## src/rtl/fu_wb_scheduler_pkg.sv

```systemverilog
// Shared constants and unit-id encodings for the execute-stage writeback scheduler.
// Unit ids match the control unit's func_unit values.
package fu_wb_scheduler_pkg;

    localparam int NUM_FUNC_UNITS    = 5;
    localparam int FUNC_UNIT_OP_SIZE = 3;
    localparam int ROB_ID_SIZE       = 6;
    localparam int LAT_SIZE          = 4;

    typedef enum logic [FUNC_UNIT_OP_SIZE-1:0] {
        FU_ALU   = 3'd0,
        FU_CALU  = 3'd1,
        FU_PRED  = 3'd2,
        FU_FLOAT = 3'd3,
        FU_MEM   = 3'd4
    } func_unit_e;

    // Countdown start value: a zero latency behaves like a latency of one.
    function automatic logic [LAT_SIZE-1:0] lat_to_cnt(input logic [LAT_SIZE-1:0] lat);
        logic [LAT_SIZE-1:0] res;
        if (lat == {LAT_SIZE{1'b0}}) begin
            res = {LAT_SIZE{1'b0}};
        end else begin
            res = lat - {{(LAT_SIZE-1){1'b0}}, 1'b1};
        end
        return res;
    endfunction

endpackage

```

## src/rtl/fu_wb_scheduler_rr_arbiter.sv

```systemverilog
// Combinational round-robin arbiter: first requester at or after ptr, wrapping at N.
// The pointer register is owned by the instantiating block.
module rr_arbiter #(
    parameter int N = 5,
    parameter int W = 3
) (
    input  logic [N-1:0] req,
    input  logic [W-1:0] ptr,
    output logic [N-1:0] gnt_oh,
    output logic [W-1:0] gnt_id,
    output logic         any
);

    int start_s;
    int idx_s;

    // Scan from the pointer, wrapping once; an out-of-range pointer restarts at 0.
    always_comb begin
        gnt_oh  = {N{1'b0}};
        gnt_id  = {W{1'b0}};
        any     = 1'b0;
        idx_s   = 0;
        if (int'(ptr) < N) begin
            start_s = int'(ptr);
        end else begin
            start_s = 0;
        end
        for (int k = 0; k < N; k++) begin
            idx_s = start_s + k;
            if (idx_s >= N) begin
                idx_s = idx_s - N;
            end else begin
                idx_s = idx_s;
            end
            if (!any && req[idx_s]) begin
                any            = 1'b1;
                gnt_oh[idx_s]  = 1'b1;
                gnt_id         = W'(idx_s);
            end else begin
                any = any;
            end
        end
    end

endmodule

```

## src/rtl/fu_wb_scheduler.sv

```systemverilog
// Functional-unit occupancy tracker and round-robin writeback-port scheduler.
module fu_wb_scheduler
    import fu_wb_scheduler_pkg::*;
#(
    parameter int NUM_FU      = fu_wb_scheduler_pkg::NUM_FUNC_UNITS,
    parameter int FU_ID_SIZE  = fu_wb_scheduler_pkg::FUNC_UNIT_OP_SIZE,
    parameter int LAT_SIZE    = fu_wb_scheduler_pkg::LAT_SIZE,
    parameter int ROB_ID_SIZE = fu_wb_scheduler_pkg::ROB_ID_SIZE
) (
    input  logic                   clk,
    input  logic                   reset,
    input  logic                   issue,
    input  logic [FU_ID_SIZE-1:0]  issue_fu,
    input  logic [LAT_SIZE-1:0]    issue_latency,
    input  logic [ROB_ID_SIZE-1:0] issue_rob_id,
    input  logic                   flush,
    input  logic                   wb_ready,
    output logic [NUM_FU-1:0]      free_units,
    output logic                   wb_valid,
    output logic [FU_ID_SIZE-1:0]  wb_fu,
    output logic [ROB_ID_SIZE-1:0] wb_rob_id,
    output logic                   issue_err
);

    logic [NUM_FU-1:0]                  busy_q, busy_d;
    logic [NUM_FU-1:0][LAT_SIZE-1:0]    cnt_q, cnt_d;
    logic [NUM_FU-1:0][ROB_ID_SIZE-1:0] tag_q, tag_d;
    logic [FU_ID_SIZE-1:0]              ptr_q, ptr_d;
    logic                               issue_err_q, issue_err_d;

    logic [NUM_FU-1:0]      req_s;
    logic [NUM_FU-1:0]      gnt_oh_s;
    logic [FU_ID_SIZE-1:0]  gnt_id_s;
    logic                   any_s;
    logic [ROB_ID_SIZE-1:0] gnt_tag_s;
    logic                   xfer_s;
    logic                   in_range_s;
    logic                   tgt_busy_s;
    logic                   issue_ok_s;
    logic [LAT_SIZE-1:0]    issue_cnt_s;

    rr_arbiter #(
        .N (NUM_FU),
        .W (FU_ID_SIZE)
    ) u_arb (
        .req    (req_s),
        .ptr    (ptr_q),
        .gnt_oh (gnt_oh_s),
        .gnt_id (gnt_id_s),
        .any    (any_s)
    );

    // A unit requests writeback once its countdown has expired.
    always_comb begin
        req_s     = {NUM_FU{1'b0}};
        gnt_tag_s = {ROB_ID_SIZE{1'b0}};
        for (int i = 0; i < NUM_FU; i++) begin
            req_s[i]  = busy_q[i] & (cnt_q[i] == {LAT_SIZE{1'b0}});
            gnt_tag_s = gnt_tag_s | (tag_q[i] & {ROB_ID_SIZE{gnt_oh_s[i]}});
        end
    end

    // Offer is a pure function of state and flush so wb_ready never feeds back into it.
    always_comb begin
        wb_valid = any_s & ~flush;
        if (wb_valid) begin
            wb_fu     = gnt_id_s;
            wb_rob_id = gnt_tag_s;
        end else begin
            wb_fu     = {FU_ID_SIZE{1'b0}};
            wb_rob_id = {ROB_ID_SIZE{1'b0}};
        end
        free_units = ~busy_q;
        issue_err  = issue_err_q;
    end

    // Issue qualification; the target's registered busy bit is used, so an issue
    // colliding with that unit's own transfer is rejected.
    always_comb begin
        xfer_s      = wb_valid & wb_ready;
        in_range_s  = ({1'b0, issue_fu} < (FU_ID_SIZE+1)'(NUM_FU));
        tgt_busy_s  = 1'b0;
        for (int i = 0; i < NUM_FU; i++) begin
            if (issue_fu == FU_ID_SIZE'(i)) begin
                tgt_busy_s = busy_q[i];
            end else begin
                tgt_busy_s = tgt_busy_s;
            end
        end
        issue_ok_s  = issue & ~flush & in_range_s & ~tgt_busy_s;
        issue_cnt_s = lat_to_cnt(issue_latency);
    end

    // Next-state: flush beats transfer and issue; countdown runs on every busy unit.
    always_comb begin
        busy_d      = busy_q;
        cnt_d       = cnt_q;
        tag_d       = tag_q;
        ptr_d       = ptr_q;
        issue_err_d = 1'b0;
        if (flush) begin
            busy_d = {NUM_FU{1'b0}};
            cnt_d  = '0;
        end else begin
            for (int i = 0; i < NUM_FU; i++) begin
                if (busy_q[i] && (cnt_q[i] != {LAT_SIZE{1'b0}})) begin
                    cnt_d[i] = cnt_q[i] - {{(LAT_SIZE-1){1'b0}}, 1'b1};
                end else begin
                    cnt_d[i] = cnt_q[i];
                end
                if (xfer_s && gnt_oh_s[i]) begin
                    busy_d[i] = 1'b0;
                end else begin
                    busy_d[i] = busy_d[i];
                end
                if (issue_ok_s && (issue_fu == FU_ID_SIZE'(i))) begin
                    busy_d[i] = 1'b1;
                    cnt_d[i]  = issue_cnt_s;
                    tag_d[i]  = issue_rob_id;
                end else begin
                    tag_d[i] = tag_d[i];
                end
            end
            if (xfer_s) begin
                if (gnt_id_s == FU_ID_SIZE'(NUM_FU-1)) begin
                    ptr_d = {FU_ID_SIZE{1'b0}};
                end else begin
                    ptr_d = gnt_id_s + {{(FU_ID_SIZE-1){1'b0}}, 1'b1};
                end
            end else begin
                ptr_d = ptr_q;
            end
            issue_err_d = issue & ~issue_ok_s;
        end
    end

    // State registers with asynchronous reset.
    always_ff @(posedge clk or posedge reset) begin
        if (reset) begin
            busy_q      <= {NUM_FU{1'b0}};
            cnt_q       <= '0;
            tag_q       <= '0;
            ptr_q       <= {FU_ID_SIZE{1'b0}};
            issue_err_q <= 1'b0;
        end else begin
            busy_q      <= busy_d;
            cnt_q       <= cnt_d;
            tag_q       <= tag_d;
            ptr_q       <= ptr_d;
            issue_err_q <= issue_err_d;
        end
    end

endmodule
```

## config.mk

```make
export PLATFORM = sky130hd
export DESIGN_NAME = fu_wb_scheduler
export DESIGN_NICKNAME = d
export VERILOG_FILES = /design/src/rtl/fu_wb_scheduler_pkg.sv /design/src/rtl/fu_wb_scheduler_rr_arbiter.sv /design/src/rtl/fu_wb_scheduler.sv
export SDC_FILE = /design/constraint.sdc
export NUM_CORES = 1
export LEC_CHECK = 0
export ABC_AREA = 1
export CORE_ASPECT_RATIO = 0.75
export CORE_MARGIN = 10
export CORE_UTILIZATION = 54
export DETAILED_ROUTE_END_ITERATION = 8
export GPL_ROUTABILITY_DRIVEN = 1
export PLACE_DENSITY = 0.77
export SYNTH_ARGS = -nofsm -noshare
export SYNTH_HDL_FRONTEND = slang
export SYNTH_SLANG_ARGS = --single-unit
```

## constraint.sdc

```tcl
create_clock -name clk -period 3.3 [get_ports clk]
set_input_delay 0.33 -clock clk [delete_from_list [all_inputs] [get_ports clk]]
set_output_delay 0.33 -clock clk [all_outputs]
set_load 0.02 [all_outputs]
```

==> impl_results.md, run 1 <==
* Final Net Count at 897
* CTS Hold Bufs at 0
* Register area share after synthesis at 0.310
* TritonCTS clock tree: done
* Hold Slack at 0.426 ns
* GRT Total Usage at 0.250
* Critical Path RT at 2.97 ns
* Syn avg cell area at 6.99 um2
* Reg-to-Reg Start: ptr_q[0]$_DFFE_PP0P_
* Final worst-path setup slack at -0.409 ns
* 1st-pass router iterations at 9
* Synth Area in Compound Gates at 0.148
* FF-to-FF End: ptr_q[2]$_DFFE_PP0P_
* Mux contribution to synthesized area at 0.0200
* Wire length per cell at 17.3 um
* Clock Tree Root: clkbuf_16
* Failing checks: negative setup slack
* Cell Rows at 29
* P_leak at 3.53 nW
* ANT nets after route at 0
* Core area at 8530 um2
* Most common cell after layout, fill and taps aside: nand2_1
* Post-Synth Adder-Cell Area at 0.0658
* Total CTS buffers at 9
* Setup TNS Final at -3.26 ns
* Crit. End Element: output port
* Largest net degree at the start of global routing at 36
* Yosys reg bits at 59
* PwrDens at 1160 nW/um2
* Least-Margin Pin Slew at 0.752 ns
* Placer Congestion at 0.962
* Post-synthesis cell type count at 47
* Fin area at 6920 um2
* I/O pins at 34
* Most frequent cells in the layout: 151 x nand2_1, 136 x buf_4, 85 x inv_1, 57 x dfrtp_1, 49 x o21ai_0
* Worst rel slew slack at 0.493
* Antenna violations before repair at 0
* Share of cells above drive strength 1 at 0.354
* Final Hold Vio Count at 0
* Vias per cell at 5.73
* CTS max path bufs at 2
* Max VDD drop at 1.13 mV
* Die width at 128 um
* Starting density of the core at 0.558
* CP Launch Type: register
* Post-synth EDFFs at 0
* Syn-to-layout area delta at 45.5%
* Hold/Removal Path Class: input pin to async pin
* CTS H-tree depth at 3
* Run status: finished with violations
* Crit Path Category: register to output port
* Crit share post-route at 1.12
* DRC at 0
* CTS Sinks at 59
* CP Data Arrival Time at 3.38 ns
* Ys async rst share at 1.00
* Post-DP HPWL at 11.6 mm
* First-pass GRT wire length at 26.2 mm
* Die Area at 13000 um2
* Max Transition Viols Final at 0
* Max frequency at 270 MHz
* Simple-gate share of the synthesized area at 0.324
* Mapped Cells at 681
* Vias in the first global route at 5306
* Max Clock Skew at 0.00677 ns
* Mapped Area at 4760 um2
* Clock slew at reported path FFs at 0.06 ns
* Filler cells at 532
* Vias post-DR at 5541
* Max FO, Critical Path at 8
* Final setup vio count at 14
* Largest family of logic cells by synthesized area: simple AND/OR/NAND/NOR gates
* Min Tclk post-route at 3.71 ns
* R2R Setup Slk at -0.07 ns
* Syn Nets at 724
* Place WS at -0.602 ns
* R2R cell count at 27
* Overall power at 0.00806 W
* Drt total wl at 16.8 mm
* Port buffer count at 33
* Placed Area at 6110 um2
* Ys flop type: dfrtp_1
* GRT overflow at 0
* Detailed router's first-iteration violation count at 777
* Max_cap viols at 0
* Antenna diode count at 0
* Chip height at 101 um
* Xor-xnor portion of the synthesized cell area at 0.0260
* Synth warn at 0
* Worst-skew pair later-pin latency at 0.34 ns
* RSZ-0062 raised after global routing: yes
## cells in the mapped netlist, types with 2 or more instances
library cell / count / area share
a211oi_1: 2 / 0.0032
a21oi_1: 17 / 0.018
clkbuf_1: 11 / 0.0087
dfrtp_1: 59 / 0.31
ha_1: 25 / 0.066
inv_1: 95 / 0.075
inv_2: 16 / 0.013
mux2_2: 4 / 0.0095
mux2i_1: 5 / 0.011
nand2_1: 162 / 0.13
nand2_2: 7 / 0.0092
nand2_4: 5 / 0.012
nand3_1: 51 / 0.054
nand3_2: 7 / 0.015
nand3_4: 2 / 0.0074
nand4_1: 13 / 0.017
nor2_1: 57 / 0.045
nor2_2: 6 / 0.0079
nor3_1: 15 / 0.016
nor4_1: 2 / 0.0026
o21ai_0: 55 / 0.058
o21ai_1: 11 / 0.012
o22ai_1: 21 / 0.028
xor2_1: 10 / 0.018
## sequential cells by signal, indices dropped and copies added (netlist names)
register / flops
busy_q: 5
cnt_q: 20
issue_err: 1
ptr_q: 3
tag_q: 30
## worst max-delay path by stage
stage                     cells past startpoint  slack (ns)      endpoint            startpoint
after floorplan                              19        0.04  wb_rob_id[3]  ptr_q[2]$_DFFE_PP0P_
after global placement                       18       -0.60  wb_rob_id[4]  ptr_q[0]$_DFFE_PP0P_
after detailed placement                     18       -0.60  wb_rob_id[0]  ptr_q[0]$_DFFE_PP0P_
after CTS                                    21       -0.26  wb_rob_id[3]  ptr_q[2]$_DFFE_PP0P_
after global routing                         21       -0.55  wb_rob_id[5]  ptr_q[2]$_DFFE_PP0P_
final                                        21       -0.41  wb_rob_id[0]  ptr_q[2]$_DFFE_PP0P_
## kinds of logic after synthesis
group / Yosys count
AND/OR/NAND/NOR: 331
buffers and inverters: 127
AO/OA/AOI/OAI: 118
flip-flops: 59
adder cells (fa/ha/maj): 25
XOR/XNOR: 12
multiplexers: 9
## stage by stage
| step | utilization | cells |
|---|---|---|
| 2_1_floorplan | - | 681 |
| 3_5_place_dp | 0.716 | 932 |
| 6_report | 0.812 | 967 |
| 4_1_cts | 0.795 | 961 |
| 5_1_grt | 0.812 | 967 |
| 3_3_place_gp | 0.716 | 932 |
## routing by layer
layer / global-route usage / routed length (um) / up-vias
li1: - / - / 2568
met1: 0.337 / 7040 / 2612
met2: 0.384 / 7570 / 309
met3: 0.0626 / 1700 / 52
met4: 0.0855 / 465 / 0
met5: 0 / 0 / -
## critical path, stage by stage, from the launching register on
cell	delay, ns
dfrtp_1	0.39
inv_2	0.11
nand2_4	0.08
buf_6	0.15
ha_2	0.19
buf_4	0.14
a21oi_4	0.17
inv_2	0.07
buf_4	0.14
nand2_2	0.09
nand3_1	0.13
nand3_1	0.11
nand2_1	0.09
nor2_4	0.16
buf_4	0.17
nand4_1	0.17
nand2_4	0.17
nand2_1	0.07
nand2_1	0.07
nor2_2	0.05
a21oi_2	0.16
buf_6	0.14
## layout make-up
| cell class | count | area, um2 | share of cell area |
|---|---|---|---|
| Clock buffer | 9 | 225 | 0.0325 |
| Clock inverter | 7 | 77.6 | 0.0112 |
| Timing Repair Buffer | 176 | 1450 | 0.209 |
| Inverter | 113 | 439 | 0.0635 |
| Sequential cell | 59 | 1480 | 0.214 |
| Multi-Input combinational cell | 495 | 3120 | 0.450 |
| Tap cell | 108 | 135 | 0.0195 |
## power breakdown
group	internal, W	switching [W]
Combinational	0.00277	0.00332
Clock	0.000589	0.000370
Sequential	0.000889	0.000115
## repair_timing
| item | CTS | global route |
|---|---|---|
| resized for setup | 143 | 23 |
| pin swaps | 47 | 23 |
| setup endpoints to repair | 18 | 15 |
| endpoints found under the hold margin | 0 | 0 |
| buffers inserted | 13 | 6 |
No activity file was read; power rests on OpenSTA's default activity.
==> run 2: changes to the inputs <==
--- a/config.mk
+++ b/config.mk
@@ -12,6 +12,7 @@
 export DETAILED_ROUTE_END_ITERATION = 8
 export GPL_ROUTABILITY_DRIVEN = 1
 export PLACE_DENSITY = 0.77
+export SLEW_MARGIN = 5
 export SYNTH_ARGS = -nofsm -noshare
 export SYNTH_HDL_FRONTEND = slang
 export SYNTH_SLANG_ARGS = --single-unit
==> results of run 2 <==
The final DEF is identical to that of run 1; final timing and power are the same.
==> run 3: changes to the inputs <==
--- a/config.mk
+++ b/config.mk
@@ -8,10 +8,11 @@
 export ABC_AREA = 1
 export CORE_ASPECT_RATIO = 0.75
 export CORE_MARGIN = 10
-export CORE_UTILIZATION = 54
+export CORE_UTILIZATION = 30
 export DETAILED_ROUTE_END_ITERATION = 8
+export DONT_BUFFER_PORTS = 1
 export GPL_ROUTABILITY_DRIVEN = 1
-export PLACE_DENSITY = 0.77
+export PLACE_DENSITY = 0.45
 export SLEW_MARGIN = 5
 export SYNTH_ARGS = -nofsm -noshare
 export SYNTH_HDL_FRONTEND = slang
==> run 3 against run 2 <==
  * The flow still finishes with violations (negative setup slack)
  * Sequential share of layout area about the same
  * Critical path type unchanged
  * Sequential cell count unchanged
  * Clock skew increased by 0.0022 ns
  * Combinational power decreased by 1%
  * Register-to-register slack improved by 0.05 ns
  * Highest routed layer unchanged
  * Critical endpoint unchanged
  * Die area increased by 64%
  * Clock-buffer cell count unchanged
==> impl_results.md, run 3 (synthesized netlist as in run 1, its figures left out) <==
* Vias post-DR at 5060 (was 5541)
* Vias per cell at 4.96 (was 5.73)
* Max Clock Skew at 0.00892 ns (was 0.00677 ns)
* Chip height at 129 um (was 101 um)
* CP Launch Type: register (unchanged)
* Psw at 0.00381 W (about the same)
* Final worst-path setup slack at -0.350 ns (was -0.409 ns)
* Syn-to-layout area delta at 45.2% (was 45.5%)
* Worst rel slew slack at 0.325 (was 0.493)
* DRC at 0 (unchanged)
* CTS Sinks at 59 (unchanged)
* Failing checks: negative setup slack (unchanged)
* Fin area at 6910 um2 (was 6920 um2)
* Least-Margin Pin Slew at 1.01 ns (was 0.752 ns)
* Reg-to-Reg Start: ptr_q[0]$_DFFE_PP0P_ (unchanged)
* Starting density of the core at 0.309 (was 0.558)
* Clock slew at reported path FFs at 0.06 ns (about the same)
* Place WS at -0.261 ns (was -0.602 ns)
* P_leak at 3.41 nW (was 3.53 nW)
* Max VDD drop at 0.352 mV (was 1.13 mV)
* Largest net degree at the start of global routing at 47 (was 36)
* Critical Path RT at 2.97 ns (about the same)
* Combinational group share of total power at 0.748 (was 0.756)
* ANT nets after route at 0 (unchanged)
* R2R Setup Slk at -0.02 ns (was -0.07 ns)
* Final setup vio count at 14 (unchanged)
* Detailed router's first-iteration violation count at 428 (was 777)
* Switching portion of total power at 0.475 (was 0.473)
* First-pass GRT wire length at 25.4 mm (was 26.2 mm)
* Most frequent cells in the layout: 139 x nand2_1, 109 x buf_4, 85 x inv_1, 57 x dfrtp_1, 46 x o21ai_0 (was 151 x nand2_1, 136 x buf_4, 85 x inv_1, 57 x dfrtp_1, 49 x o21ai_0)
* Die width at 165 um (was 128 um)
* GRT Total Usage at 0.148 (was 0.250)
* Crit. End Element: output port (unchanged)
* Final Hold Vio Count at 0 (unchanged)
* Final Net Count at 853 (was 897)
* Die Area at 21300 um2 (was 13000 um2)
* PwrDens at 1160 nW/um2 (about the same)
* Clock Tree Root: clkbuf_16 (unchanged)
* Drt total wl at 16.0 mm (was 16.8 mm)
* Int Power at 0.00421 W (was 0.00425 W)
* Placed Area at 5720 um2 (was 6110 um2)
* Vias in the first global route at 4742 (was 5306)
* R2R cell count at 24 (was 27)
* Clock power frac at 0.128 (was 0.119)
* CTS H-tree depth at 3 (unchanged)
* Leading registers by flop count: tag_q x30, cnt_q x20, busy_q x5 (unchanged)
* Setup TNS Final at -2.69 ns (was -3.26 ns)
* Placer Congestion at 0.920 (was 0.962)
* Max reg flops at 30 (unchanged)
* Core area at 15400 um2 (was 8530 um2)
* Antenna diode count at 0 (unchanged)
* Filler cells at 1518 (was 532)
* CTS Hold Bufs at 0 (unchanged)
* Wire length per cell at 15.7 um (was 17.3 um)
* CTS max path bufs at 2 (unchanged)
* RSZ-0062 raised after global routing: yes (unchanged)
* Max FO, Critical Path at 6 (was 8)
* Share of cells above drive strength 1 at 0.369 (was 0.354)
* Worst-skew pair later-pin latency at 0.33 ns (was 0.34 ns)
* Port buffer count at 0 (was 33)
* I/O pins at 34 (unchanged)
* CP Data Arrival Time at 3.32 ns (was 3.38 ns)
* FF-to-FF End: busy_q[2]$_DFFE_PP0P_ (was ptr_q[2]$_DFFE_PP0P_)
* Hold Crit Start: flush
* 1st-pass router iterations at 4 (was 9)
* Run status: finished with violations (unchanged)
* Max_cap viols at 0 (unchanged)
* Crit Path Category: register to output port (unchanged)
* Antenna violations before repair at 0 (unchanged)
* CP Launch Point: ptr_q[0]$_DFFE_PP0P_ (was ptr_q[2]$_DFFE_PP0P_)
* Min Tclk post-route at 3.65 ns (was 3.71 ns)
* Critical Path Sink: wb_rob_id[0] (unchanged)
* Max Transition Viols Final at 0 (unchanged)
* Biggest register: tag_q (unchanged)
* Total CTS buffers at 9 (unchanged)
* Cell Rows at 39 (was 29)
* Hold/Removal Path Class: input pin to register (was input pin to async pin)
* TritonCTS clock tree: done (unchanged)
* Post-DP HPWL at 12.1 mm (was 11.6 mm)
* Hold Slack at 0.0780 ns (was 0.426 ns)
* Hold depth at 1
* Final Util at 0.449 (was 0.812)
* Max frequency at 274 MHz (was 270 MHz)
* Most common cell after layout, fill and taps aside: nand2_1 (unchanged)
* GRT overflow at 0 (unchanged)
* Reg power frac at 0.124 (was 0.125)
* Crit share post-route at 1.11 (was 1.12)
[run 3: changes by cell type in the layout (fill, tap and decap cells not counted), sizes merged]
cell / change
bufinv: +1
o21ai: +1
buf: -22
clkdlybuf4s50: -23
clkinvlp: -1
[run 3: worst min path at each step]
stage,end,slack (ns)
final,issue_err$_DFF_PP0_,0.08
after floorplan,tag_q[11]$_DFFE_PP0P_,0.45
after CTS,issue_err$_DFF_PP0_,0.07
after detailed placement,issue_err$_DFF_PP0_,0.42
after global placement,issue_err$_DFF_PP0_,0.42
after global routing,issue_err$_DFF_PP0_,0.07
[run 3: critical path, cell delays in order, from the launching register on]
cell     delay, ns
dfrtp_2       0.45
nor2_4        0.18
nand2_8       0.10
buf_6         0.14
ha_4          0.17
buf_6         0.12
xnor2_2       0.13
nand2_1       0.08
nand2_2       0.11
inv_4         0.06
nor2_4        0.09
nand2_2       0.07
nand3_4       0.12
inv_4         0.06
nor2_8        0.15
buf_4         0.13
nand4_1       0.09
nand2_2       0.11
nor2_4        0.06
buf_6         0.11
nor2_1        0.09
nor2_1        0.07
a21oi_2       0.15
buf_6         0.14
[run 3: routing by layer]
layer  GRT usage  up-vias  wire (um)
met5           0        -          0
met1       0.215     2432       7890
li1            -     2487          -
met4      0.0247        0         98
met3      0.0272       10        893
met2       0.227      131       7160
[run 3: power by group through the flow]
stage                     logic, W  clock network (W)  registers [W]
after floorplan            0.00268                  0       0.000977
after global placement     0.00457                  0       0.000990
after detailed placement   0.00455                  0       0.000994
after CTS                  0.00568            0.00105       0.000995
after global routing       0.00651            0.00108        0.00101
final                      0.00600            0.00103       0.000996
[run 3: through the flow]
| stage | total power, W | instances |
|---|---|---|
| after global routing | 0.00860 | 1020 |
| after global placement | 0.00556 | 974 |
| final | 0.00802 | 1020 |
| after detailed placement | 0.00554 | 974 |
| after CTS | 0.00772 | 1013 |
| after floorplan | 0.00365 | 681 |
[run 3: repair_timing]
item,CTS,global route
gates resized for setup,132,31
setup endpoints to repair,15,15
pin swaps,54,22
buffers inserted,22,7
gates cloned,1,0
[run 3: cell type report]
type / instances / area (um2) / area share
Clock inverter: 7 / 100 / 0.0145
Timing Repair Buffer: 131 / 1080 / 0.157
Sequential cell: 59 / 1480 / 0.214
Clock buffer: 9 / 225 / 0.0326
Inverter: 113 / 454 / 0.0658
Tap cell: 205 / 256 / 0.0371
Multi-Input combinational cell: 496 / 3310 / 0.479
